--- config.mk ---
export PLATFORM = sky130hd
export DESIGN_NAME = aes_inv_key_schedule
export DESIGN_NICKNAME = d
export VERILOG_FILES = /design/src/rtl/aes_pkg.sv /design/src/rtl/aes_sub_word.sv /design/src/rtl/aes_inv_key_schedule.sv
export SDC_FILE = /design/constraint.sdc
export NUM_CORES = 1
export LEC_CHECK = 0
export ABC_AREA = 1
export CORE_MARGIN = 10
export CORE_UTILIZATION = 45
export CTS_BUF_LIST = sky130_fd_sc_hd__clkbuf_8
export DETAILED_ROUTE_END_ITERATION = 10
export PLACE_DENSITY = 0.75
export REMOVE_ABC_BUFFERS = 1
export SKIP_LAST_GASP = 1
export SLEW_MARGIN = 10
export SYNTH_ARGS = -nofsm -noshare
export SYNTH_HDL_FRONTEND = slang
export SYNTH_SLANG_ARGS = --single-unit
--- constraint.sdc ---
create_clock -name clk -period 2.4 [get_ports clk]
set_input_delay 0.24 -clock clk [delete_from_list [all_inputs] [get_ports clk]]
set_output_delay 0.24 -clock clk [all_outputs]
set_load 0.005 [all_outputs]
--- src/rtl/aes_pkg.sv ---
// rtl/aes_pkg.sv - shared AES-128 constants, S-box/Rcon tables and key-schedule FSM encoding
package aes_pkg;

    localparam int AES_NK    = 4;
    localparam int AES_NR    = 10;
    localparam int AES_WORD  = 32;
    localparam int AES_KEY_L = 128;

    typedef enum logic {
        ST_IDLE = 1'b0,
        ST_EMIT = 1'b1
    } state_t;

    localparam logic [7:0] SBOX [256] = '{
        8'h63, 8'h7c, 8'h77, 8'h7b, 8'hf2, 8'h6b, 8'h6f, 8'hc5, 8'h30, 8'h01, 8'h67, 8'h2b, 8'hfe, 8'hd7, 8'hab, 8'h76,
        8'hca, 8'h82, 8'hc9, 8'h7d, 8'hfa, 8'h59, 8'h47, 8'hf0, 8'had, 8'hd4, 8'ha2, 8'haf, 8'h9c, 8'ha4, 8'h72, 8'hc0,
        8'hb7, 8'hfd, 8'h93, 8'h26, 8'h36, 8'h3f, 8'hf7, 8'hcc, 8'h34, 8'ha5, 8'he5, 8'hf1, 8'h71, 8'hd8, 8'h31, 8'h15,
        8'h04, 8'hc7, 8'h23, 8'hc3, 8'h18, 8'h96, 8'h05, 8'h9a, 8'h07, 8'h12, 8'h80, 8'he2, 8'heb, 8'h27, 8'hb2, 8'h75,
        8'h09, 8'h83, 8'h2c, 8'h1a, 8'h1b, 8'h6e, 8'h5a, 8'ha0, 8'h52, 8'h3b, 8'hd6, 8'hb3, 8'h29, 8'he3, 8'h2f, 8'h84,
        8'h53, 8'hd1, 8'h00, 8'hed, 8'h20, 8'hfc, 8'hb1, 8'h5b, 8'h6a, 8'hcb, 8'hbe, 8'h39, 8'h4a, 8'h4c, 8'h58, 8'hcf,
        8'hd0, 8'hef, 8'haa, 8'hfb, 8'h43, 8'h4d, 8'h33, 8'h85, 8'h45, 8'hf9, 8'h02, 8'h7f, 8'h50, 8'h3c, 8'h9f, 8'ha8,
        8'h51, 8'ha3, 8'h40, 8'h8f, 8'h92, 8'h9d, 8'h38, 8'hf5, 8'hbc, 8'hb6, 8'hda, 8'h21, 8'h10, 8'hff, 8'hf3, 8'hd2,
        8'hcd, 8'h0c, 8'h13, 8'hec, 8'h5f, 8'h97, 8'h44, 8'h17, 8'hc4, 8'ha7, 8'h7e, 8'h3d, 8'h64, 8'h5d, 8'h19, 8'h73,
        8'h60, 8'h81, 8'h4f, 8'hdc, 8'h22, 8'h2a, 8'h90, 8'h88, 8'h46, 8'hee, 8'hb8, 8'h14, 8'hde, 8'h5e, 8'h0b, 8'hdb,
        8'he0, 8'h32, 8'h3a, 8'h0a, 8'h49, 8'h06, 8'h24, 8'h5c, 8'hc2, 8'hd3, 8'hac, 8'h62, 8'h91, 8'h95, 8'he4, 8'h79,
        8'he7, 8'hc8, 8'h37, 8'h6d, 8'h8d, 8'hd5, 8'h4e, 8'ha9, 8'h6c, 8'h56, 8'hf4, 8'hea, 8'h65, 8'h7a, 8'hae, 8'h08,
        8'hba, 8'h78, 8'h25, 8'h2e, 8'h1c, 8'ha6, 8'hb4, 8'hc6, 8'he8, 8'hdd, 8'h74, 8'h1f, 8'h4b, 8'hbd, 8'h8b, 8'h8a,
        8'h70, 8'h3e, 8'hb5, 8'h66, 8'h48, 8'h03, 8'hf6, 8'h0e, 8'h61, 8'h35, 8'h57, 8'hb9, 8'h86, 8'hc1, 8'h1d, 8'h9e,
        8'he1, 8'hf8, 8'h98, 8'h11, 8'h69, 8'hd9, 8'h8e, 8'h94, 8'h9b, 8'h1e, 8'h87, 8'he9, 8'hce, 8'h55, 8'h28, 8'hdf,
        8'h8c, 8'ha1, 8'h89, 8'h0d, 8'hbf, 8'he6, 8'h42, 8'h68, 8'h41, 8'h99, 8'h2d, 8'h0f, 8'hb0, 8'h54, 8'hbb, 8'h16
    };

    function automatic logic [7:0] sbox(input logic [7:0] x);
        return SBOX[x];
    endfunction

    // Rcon byte for rounds 1..10; round 0 never needs one
    function automatic logic [7:0] rcon(input logic [3:0] r);
        case (r)
            4'd1:    return 8'h01;
            4'd2:    return 8'h02;
            4'd3:    return 8'h04;
            4'd4:    return 8'h08;
            4'd5:    return 8'h10;
            4'd6:    return 8'h20;
            4'd7:    return 8'h40;
            4'd8:    return 8'h80;
            4'd9:    return 8'h1b;
            4'd10:   return 8'h36;
            default: return 8'h00;
        endcase
    endfunction

endpackage

--- src/rtl/aes_sub_word.sv ---
// rtl/aes_sub_word.sv - combinational SubWord: four parallel S-box lookups on a 32-bit word
module aes_sub_word
    import aes_pkg::*;
(
    input  logic [31:0] in_word,
    output logic [31:0] out_word
);

    assign out_word = {sbox(in_word[31:24]), sbox(in_word[23:16]),
                       sbox(in_word[15:8]),  sbox(in_word[7:0])};

endmodule

--- src/rtl/aes_inv_key_schedule.sv ---
// rtl/aes_inv_key_schedule.sv - walks the AES-128 key schedule backwards from round NR to round 0
module aes_inv_key_schedule
    import aes_pkg::*;
#(
    parameter int KEY_L = AES_KEY_L,
    parameter int WORD  = AES_WORD,
    parameter int NR    = AES_NR
) (
    input  logic             clk,
    input  logic             reset,
    input  logic             start,
    input  logic [KEY_L-1:0] last_key,
    input  logic             out_ready,
    output logic [KEY_L-1:0] round_key,
    output logic [3:0]       round_idx,
    output logic             out_valid,
    output logic             busy,
    output logic             done
);

    state_t state;
    state_t state_nxt;

    logic            accept;
    logic [WORD-1:0] w0, w1, w2, w3;
    logic [WORD-1:0] n0, n1, n2, n3;
    logic [WORD-1:0] sub_out;

    assign accept = out_valid & out_ready;

    // Undo the forward XOR chain from the LSW upward; w0 needs the recovered w3
    assign {w0, w1, w2, w3} = round_key;
    assign n3 = w3 ^ w2;
    assign n2 = w2 ^ w1;
    assign n1 = w1 ^ w0;

    aes_sub_word u_sub_word (
        .in_word  ({n3[23:0], n3[31:24]}),
        .out_word (sub_out)
    );

    assign n0 = w0 ^ sub_out ^ {rcon(round_idx), 24'h0};

    always_ff @(posedge clk) begin
        if (reset) begin
            state <= ST_IDLE;
        end else begin
            state <= state_nxt;
        end
    end

    always_comb begin
        state_nxt = state;
        case (state)
            ST_IDLE: if (start) state_nxt = ST_EMIT;
            ST_EMIT: if (accept && round_idx == 4'd0) state_nxt = ST_IDLE;
            default: state_nxt = ST_IDLE;
        endcase
    end

    always_comb begin
        out_valid = (state == ST_EMIT);
        busy      = (state != ST_IDLE);
    end

    always_ff @(posedge clk) begin
        if (reset) begin
            round_key <= '0;
            round_idx <= 4'd0;
            done      <= 1'b0;
        end else begin
            done <= 1'b0;
            case (state)
                ST_IDLE: begin
                    if (start) begin
                        round_key <= last_key;
                        round_idx <= 4'(NR);
                    end
                end
                ST_EMIT: begin
                    if (accept) begin
                        if (round_idx != 4'd0) begin
                            round_key <= {n0, n1, n2, n3};
                            round_idx <= round_idx - 4'd1;
                        end else begin
                            done <= 1'b1;
                        end
                    end
                end
                default: ;
            endcase
        end
    end

endmodule

Word-level counts from Yosys, hierarchy flattened. Memory sizes are Yosys's and may differ from the RTL's. A register that Yosys moved wholly into a read port is not among the register bits. Cells that the tools add are included.

Bits in registers: 134. Memory bits (read-only): 8320. Bits of input ports: 132. Output and inout bits: 135. Logic and storage cells: 56. Memories: 5.

Memories: (no name shown) (depth 256, width 8, read ports 1, clocked after Yosys merged registers in 0, wr ports 0, RTL line aes_pkg.sv:34) `return SBOX[x];`; (no name shown) (depth 256, width 8, read ports 1, clocked after Yosys merged registers in 0, wr ports 0, RTL line aes_pkg.sv:34); (no name shown) (depth 256, width 8, read ports 1, clocked after Yosys merged registers in 0, wr ports 0, RTL line aes_pkg.sv:34); (no name shown) (depth 256, width 8, read ports 1, clocked after Yosys merged registers in 0, wr ports 0, RTL line aes_pkg.sv:34); (no name shown) (depth 16, width 8, read ports 1, clocked after Yosys merged registers in 1, wr ports 0, RTL line aes_pkg.sv:39) `case (r)`.

Add/subtract/negate cells: 1. $lt $le $gt $ge: 4. Equal/unequal tests: 3. Multiplexer cells: 22. Bitwise operators: 12. Reductions and logical operators: 5.

Operators with widths (number): 2-to-1 mux 128 bit (3); case mux 128 bit (2 select lines) (1); XOR 32 bit (5); 2-to-1 mux 8 bit (8); >= comparator 9 bit, second input constant (4); NOT 8 -> 9 bit (4); 2-to-1 mux 4 bit (5); case mux 4 bit (2 select lines) (1); logical NOT 4 bit (1); != test 2 x 1 -> 1 bit, second input constant (2); nonzero test 4 bit (1); subtractor 4 x 1 -> 4 bit, second input constant (1); 2-to-1 mux 1 bit (3); AND reduction 3 bit (1); OR reduction 3 bit (1); != test 2 bit, second input constant (1); NOT 1 bit (2); case mux 1 bit (2 select lines) (1); AND 1 bit (1); logical AND 1 bit (1).

Depth between registers and ports, before layout. Gate-level depths: netlist of run 1.

Word-level depth: 10. Mapped depth: 19. Mapped depth without buffers: 19.

Cells and area by module. From an unflattened synthesis of run 1, not the netlist that was laid out.

Cells, all modules: 3554. Area total of the unflattened synthesis: 18998.2 sq um.

Modules (own cells, without submodules): aes_sub_word (times used 1, cells an instance 2510, area an instance 11538.6 sq um, sequential area each 0.0 sq um); aes_inv_key_schedule (times used 1, cells an instance 1044, area an instance 7459.7 sq um, sequential area each 2842.7 sq um).

Worst setup path before layout of run 1. OpenSTA, ideal clock, no wires.

Kind: register -> register. Start: register round_key[49]. End: register round_key[123]. Setup time: 132 ps. Arrival: 2271 ps. Required time: 2268 ps. Path slack: -4 ps. Cell stages (with the launch flop): 18. Path buffers: 1. Path through: dfxtp_1 -> inv_1 -> nand2_1 -> nand2_1 -> ha_1 -> nand3_1 -> clkbuf_1 -> nand3_1 -> nand3_1 -> nand3_1 -> nand3_1 -> nand2_1 -> nand2_1 -> nand2_1 -> nand2_1 -> nand3_1 -> nand2_1 -> a21oi_1.

Cells in the longest elaborated chain, start to end: 10.

RTL lines: start: declaration (RTL line aes_inv_key_schedule.sv:14) `output logic [KEY_L-1:0] round_key,`; start signal: assignment (RTL line aes_inv_key_schedule.sv:76) `round_key <= last_key;`; start signal: assignment (RTL line aes_inv_key_schedule.sv:83) `round_key <= {n0, n1, n2, n3};`; XOR 32 bit (RTL line aes_inv_key_schedule.sv:33) `assign n3 = w3 ^ w2;`; NOT 8 -> 9 bit (not written as such) (RTL line aes_pkg.sv:34); memory read (256 x 8 bit); 2-to-1 mux 8 bit (not written as such) (2 in a row) (RTL line aes_pkg.sv:34); XOR 32 bit (2 in a row) (RTL line aes_inv_key_schedule.sv:42) `assign n0 = w0 ^ sub_out ^ {rcon(round_idx), 24'h0};`; 2-to-1 mux 128 bit (RTL line aes_inv_key_schedule.sv:82) `if (round_idx != 4'd0) begin`; 2-to-1 mux 128 bit (RTL line aes_inv_key_schedule.sv:81) `if (accept) begin`; case mux 128 bit (2 select lines) (RTL line aes_inv_key_schedule.sv:73) `case (state)`.

Every way passes these cells. The select of a mux whose other input is x is not followed. A chain may end at the register's enable or synchronous reset.

Final worst setup path of run 1.
Start: register round_key[33]. End: register round_key[110].

The elaborated chain is that of the path after synthesis.

==> results of run 1 <==
==> final timing paths <==
check	end	depth (start not counted)	startpoint	slack, ns
worst min-delay path	round_idx[2]$_SDFFE_PP0N_	2	reset	0.01
worst max-delay path	round_key[110]$_SDFFE_PP0N_	15	round_key[33]$_SDFFE_PP0N_	0.02
worst min register to register	round_key[118]$_SDFFE_PP0N_	2	round_key[118]$_SDFFE_PP0N_	0.50
worst max register to register	round_key[110]$_SDFFE_PP0N_	15	round_key[33]$_SDFFE_PP0N_	0.02
==> flip-flops by register name, summed over array words and instances (netlist names), named ones only <==
| signal | count |
|---|---|
| round_key | 128 |
| round_idx | 4 |
| busy | 1 |
| done | 1 |
==> logic make-up (layout without fill, tap and decap cells) <==
group	Yosys count	after routing
AND/OR/NAND/NOR	2353	2353
buffers and inverters	460	967
AO/OA/AOI/OAI	455	455
flip-flops	142	142
adder cells (fa/ha/maj)	59	59
XOR/XNOR	37	37
==> cell usage in the layout, fill, tap and decap left out, types with 6 or more instances in the layout <==
cell type	Yosys	layout
nand2_1	1032	964
nand3_1	992	934
buf_4	6	395
clkdlybuf4s50_1	0	265
nor2_1	254	235
inv_1	209	183
o21ai_0	200	170
dfxtp_1	142	119
a21oi_1	99	90
nand2_2	23	74
nand3_2	2	59
a31oi_1	38	37
ha_1	59	36
buf_12	0	34
o211ai_1	33	33
o21ai_1	9	33
inv_2	4	30
a221oi_1	28	28
nand2_4	4	20
nor2_2	3	18
a211oi_1	18	18
clkbuf_8	0	18
o221a_2	16	16
ha_2	0	15
nand4_1	14	14
buf_6	3	14
nand3b_1	12	12
dfxtp_2	0	12
clkinv_1	13	11
dfxtp_4	0	11
xnor2_2	9	10
a21oi_2	0	9
xnor2_4	1	8
ha_4	0	8
nor2_4	3	7
xnor2_1	15	7
xor2_1	6	6
o21ai_2	0	6
o21a_1	6	6
inv_6	0	6
==> where the power goes <==
group | leakage, nW | switching (mW) | total (mW) | internal (mW)
Combinational | 11.0 | 10.6 | 17.1 | 6.49
Clock | 0.202 | 1.22 | 2.08 | 0.864
Sequential | 1.18 | 0.406 | 3.05 | 2.65
Total | 12.4 | 12.3 | 22.3 | 10.0
==> routing by layer <==
| layer | wire, µm | track usage, % | vias up |
|---|---|---|---|
| met5 | 13 | 0 | - |
| met4 | 6175 | 21.74 | 2 |
| met3 | 12570 | 8.614 | 447 |
| met2 | 44120 | 58.21 | 2165 |
| met1 | 40020 | 49.62 | 12963 |
| li1 | - | - | 12861 |
==> worst reg2reg max path, cell delays in order, from the launching register on <==
cell and delay [ns]:
dfxtp_4 0.37, buf_4 0.15, xnor2_4 0.15, buf_6 0.14
ha_1 0.20, buf_6 0.15, nor3_4 0.18, nor2_1 0.05
o21ai_0 0.15, nand3_1 0.18, nand3_2 0.12, nand3_2 0.12
nand2_1 0.10, nand2_1 0.05, nand3_1 0.06, a21oi_1 0.06
==> through the flow <==
stage	instances	setup TNS, ns	total power [mW]
2_1_floorplan	3272	-1011.42	11.38
3_3_place_gp	4498	-1.661	18.55
3_5_place_dp	4498	-2.556	18.47
4_1_cts	4536	-0.04021	20.75
5_1_grt	4552	-1.431	23.47
6_report	4552	0	22.25
==> area by class of cell <==
class / instances / area share [%]
inverter: 226 / 3.226
tap: 539 / 2.542
multi-input combinational: 2904 / 57.46
clock buffer: 18 / 0.9337
timing repair buffer: 709 / 24.43
clock inverter: 14 / 0.4904
sequential: 142 / 10.93
==> repair_timing <==
action / 4_1_cts / 5_1_grt
buffers inserted: 6 / 15
resized for setup: 45 / 278
gates cloned: 0 / 1
hold endpoints to repair: 1 / 0
pin swaps: 4 / 50
endpoints found under the setup margin: 32 / 41
==> flow_summary.ini, run 1 <==
[yosys]
synth-edff-count = 0
yosysSeqAreaShare_pct = 15.02
synth_top_area_share_pct = 26.23
netlist_area_um2 = 18930
synth_seq_cells = 142
syn_inst = 3506
synth_mux_area_share_pct = 0
yosys.cell_count.top_type = nand2_1
yosysWarnings = 0
synth_top_family_by_area = simple AND/OR/NAND/NOR gates
synth_flop_cell = dfxtp_1
synth_xor_area_share_pct = 2.525
synthArstFlopShare_pct = 0
synth-simple-area-share_pct = 54.46
synth_compound_area_share_pct = 14.24
ys_types = 42
synth-adder-area-share_pct = 3.900
synth.area.top_cells = nand3_1 26%, nand2_1 20%, dfxtp_1 15%, o21ai_0 5.3%, nor2_1 5.0%
yosys.area.top_type = nand3_1
synth_commonest_cells = 1032 x nand2_1, 992 x nand3_1, 254 x nor2_1, 209 x inv_1, 200 x o21ai_0
postSynthAreaPerCell_um2 = 5.399

[layout]
design_area_um2 = 26530
fillers = 4067
register_area_um2 = 2899
final_util_pct = 63.54
final_nets = 4191
antennaDiodeCount = 0
drive_above_1_share_pct = 19.89
area_growth_pct = 40.17
multi_input_area_um2 = 15240

[critical_path]
crit_type = flop to flop
cp_num_buf_inv = 3
crit_arrival_ns = 2.81
crit_slowest_cell = dfxtp_4
slowest_delay_ns = 0.37
endpoint_kind = flop
cpLargestDelayFamily = simple AND/OR/NAND/NOR gates
cp.required_ns = 2.83
crit_chain = buf_4 > xnor2_4 > buf_6 > ha_1 > buf_6 > nor3_4 > nor2_1 > o21ai_0 > nand3_1 > nand3_2 > nand3_2 > nand2_1 > nand2_1 > nand3_1 > a21oi_1
cp_max_fo = 7
critPathLaunchType = flop

[cts]
clk_latency_ns = 0.58
clkSinkCount = 142
htreeDepth = 4
clk_pin_slew_ns = 0.10
cts-root-buf = clkbuf_8
cts_tree = yes
cts_buffers = 17
clockBufferDepth = 2

[timing]
tightest_slew_ns = 0.9034
finalCriticalPeriod_ns = 2.381
hold_viol = 0
setup_viol = 0
fmax_mhz = 420.1
drv_slew = 0
skew_ns = 0.01149
rsz0062_at_grt = yes
slew_headroom_pct = 39.77
fin_crit_sh_pct = 99.19
setup_slack_ns = 0.01940
holdWs_ns = 0.01188

[grt]
grtUsageTotal_pct = 38.48
grt_overflow = 0
grt_antenna_before_repair = 1
grt_pass1_vias = 25872
grt_pass1_wl_um = 153500
grt_max_degree = 96

[pwr]
p_leak_nw = 12.36
vdd_drop_max_mv = 0.6414
power_density_nw_per_um2 = 838.6

[floorplanning]
die_w_um = 225.1
coreArea_um2 = 41760
std_cell_rows = 75
die_y_um = 225.1
initial_core_util_pct = 45.33
die-area_um2 = 50670
ios = 267

[drt]
num_vias = 28438
dr.pass1.iters = 7
wl_per_cell_um = 22.61
antenna_left = 0
drt_wl_total_um = 102900
drt_iter0_drc = 4625
drc = 0
vias_per_cell = 6.247

[placed_design]
numPortBuffers = 266
gp_congestion = 1.131
place_hpwl_um = 76890
placed_area_um2 = 24930
place_ws_ns = -0.2300

[flow_run]
max_cap_viol_count = 0

[min_path]
hold_class = input pin to flop

[outcome]
outcome = finished clean
No activity file was read; power rests on OpenSTA's default activity.
==> inputs of run 2 (changes only) <==
CELL_PAD_IN_SITES_DETAIL_PLACEMENT = 2   (was unset)
CELL_PAD_IN_SITES_GLOBAL_PLACEMENT = 2   (was unset)
CORE_UTILIZATION = 26   (was 45)
PLACE_DENSITY = 0.84   (was 0.75)
==> flow_summary.ini, run 2 (synthesis gave the netlist of run 1 again) <==
[outcome]
violations = negative setup slack
outcome = finished, violations left

[layout]
area_growth_pct = 64.31
top_register = round_key
design_area_um2 = 31100
fillers = 8445
final_cell_mix = 835 x nand2_1, 761 x nand3_1, 471 x buf_4
largest_register_ffs = 128
drive_above_1_share_pct = 32.85
final_nets = 4344
final_common_cell = nand2_1
reg_top3 = round_key x128, round_idx x4
antennaDiodeCount = 0

[placed_design]
numPortBuffers = 266
place_hpwl_um = 106700
gp_congestion = 1.026
place_ws_ns = -0.5686
placed_area_um2 = 26340

[grt]
grt_pass1_vias = 32112
grt_overflow = 0
grt_pass1_wl_um = 217400
grt_max_degree = 90
grtUsageTotal_pct = 33.21
grt_antenna_before_repair = 4

[timing]
skew_ns = 0.03087
fin_crit_sh_pct = 118.6
setup_viol = 53
setup_slack_ns = -0.4473
rsz0062_at_grt = yes
hold_viol = 0
drv_slew = 0
slew_headroom_pct = 51.04
finalCriticalPeriod_ns = 2.847
fmax_mhz = 351.2
tightest_slew_ns = 0.7267

[cts]
htreeDepth = 4
clockBufferDepth = 2
cts-root-buf = clkbuf_8
cts_tree = yes
clk_pin_slew_ns = 0.14
cts_buffers = 17
clk_latency_ns = 0.64
clkSinkCount = 142

[floorplanning]
ios = 267
std_cell_rows = 98
die-area_um2 = 84000
initial_core_util_pct = 26.34
coreArea_um2 = 71850
die_y_um = 289.8
die_w_um = 289.8

[critical_path]
cpLargestDelayFamily = simple AND/OR/NAND/NOR gates
endpoint_kind = flop
cp_max_fo = 4
crit_type = flop to flop
crit_chain = xor2_4 > buf_6 > ha_4 > buf_12 > nand2_8 > buf_6 > nand3_2 > nand3_1 > nand3_2 > nand3_2 > nand3_2 > nand3b_1 > nand3_1 > a21oi_1
slowest_delay_ns = 0.48
crit_slowest_cell = dfxtp_4
cp.required_ns = 2.96
cp_num_buf_inv = 3
cpMostUsedCell = nand3_2
crit_arrival_ns = 3.40
critPathLaunchType = flop

[flow_run]
max_cap_viol_count = 0

[min_path]
hold_class = input pin to flop

[drt]
drt_wl_total_um = 169600
antenna_left = 0
drt_iter0_drc = 3901
num_vias = 32133
vias_per_cell = 6.282
dr.pass1.iters = 6
drc = 0
wl_per_cell_um = 33.16

[pwr]
vdd_drop_max_mv = 0.3777
p_leak_nw = 13.85
power_density_nw_per_um2 = 929.7
total_power_mw = 28.92
## run 2: changes by cell type in the layout (fill, tap and decap cells not counted), sizes merged
cell | before | now
buf | 443 | 587
bufbuf | 0 | 1
clkbuf | 19 | 23
clkinv | 17 | 12
clkinvlp | 1 | 7
dlygate4sd3 | 0 | 3
inv | 221 | 220
## run 2: cell type report
type                            count  area (µm²)  share of cell area (%)
Timing Repair Buffer              862        8249                   26.52
Clock inverter                     14       120.1                  0.3862
Sequential cell                   142        2934                   9.433
Tap cell                          950        1189                   3.822
Inverter                          226       925.9                   2.977
Multi-Input combinational cell   2904       17450                   56.11
Clock buffer                       17       234.0                  0.7522
## run 2: through the flow
| stage | std cells | TNS (ns) | hold slack, ns | utilization, % |
|---|---|---|---|---|
| 2_1_floorplan | 3272 | -1011.42 | 0.3091 | - |
| 3_3_place_gp | 4999 | -4.150 | 0.4868 | 36.66 |
| 3_5_place_dp | 4999 | -11.34 | 0.4964 | 36.66 |
| 4_1_cts | 5051 | -0.1268 | -0.06052 | 38.89 |
| 5_1_grt | 5115 | -11.53 | 0.2060 | 43.29 |
| 6_report | 5115 | -8.720 | 0.1733 | 43.29 |
## run 2: repair_timing
item	CTS	global route
cloned	1	6
hold endpoints to repair	8	2
hold buffers	2	1
pin swaps	49	231
endpoints found under the setup margin	58	82
gates resized for setup	285	671
buffers inserted	18	63
## run 2: power by group
group | internal, mW | switching (mW) | leakage (nW) | total [mW]
Combinational | 8.30 | 15.1 | 12.5 | 23.4
Clock | 0.813 | 1.50 | 0.174 | 2.31
Sequential | 2.65 | 0.537 | 1.19 | 3.19
Total | 11.8 | 17.1 | 13.9 | 28.9
## run 2: worst register-to-register path, delay by kind of cell (launching register included)
| family | cells | cell delay, ns |
|---|---|---|
| simple gates | 8 | 1.02 |
| xor+xnor | 1 | 0.38 |
| flops | 1 | 0.48 |
| fa+ha+maj | 1 | 0.24 |
| compound gates | 1 | 0.16 |
| buf+inv | 3 | 0.49 |
## run 2: metal layers
| metal | wire, µm | GRT usage (%) |
|---|---|---|
| met1 | 64430 | 41.04 |
| met3 | 16110 | 7.055 |
| met5 | 30 | 0 |
| met4 | 13080 | 17.44 |
| met2 | 75950 | 53.43 |
## run 2: path summary, 6_finish.rpt
kind	start	endpoint	slack (ns)	cells past startpoint
worst max-delay path	round_key[41]$_SDFFE_PP0N_	round_key[114]$_SDFFE_PP0N_	-0.45	14
worst min-delay path	last_key[19]	round_key[19]$_SDFFE_PP0N_	0.17	3
worst max register to register	round_key[41]$_SDFFE_PP0N_	round_key[114]$_SDFFE_PP0N_	-0.45	14
worst min register to register	round_key[103]$_SDFFE_PP0N_	round_key[103]$_SDFFE_PP0N_	0.53	2
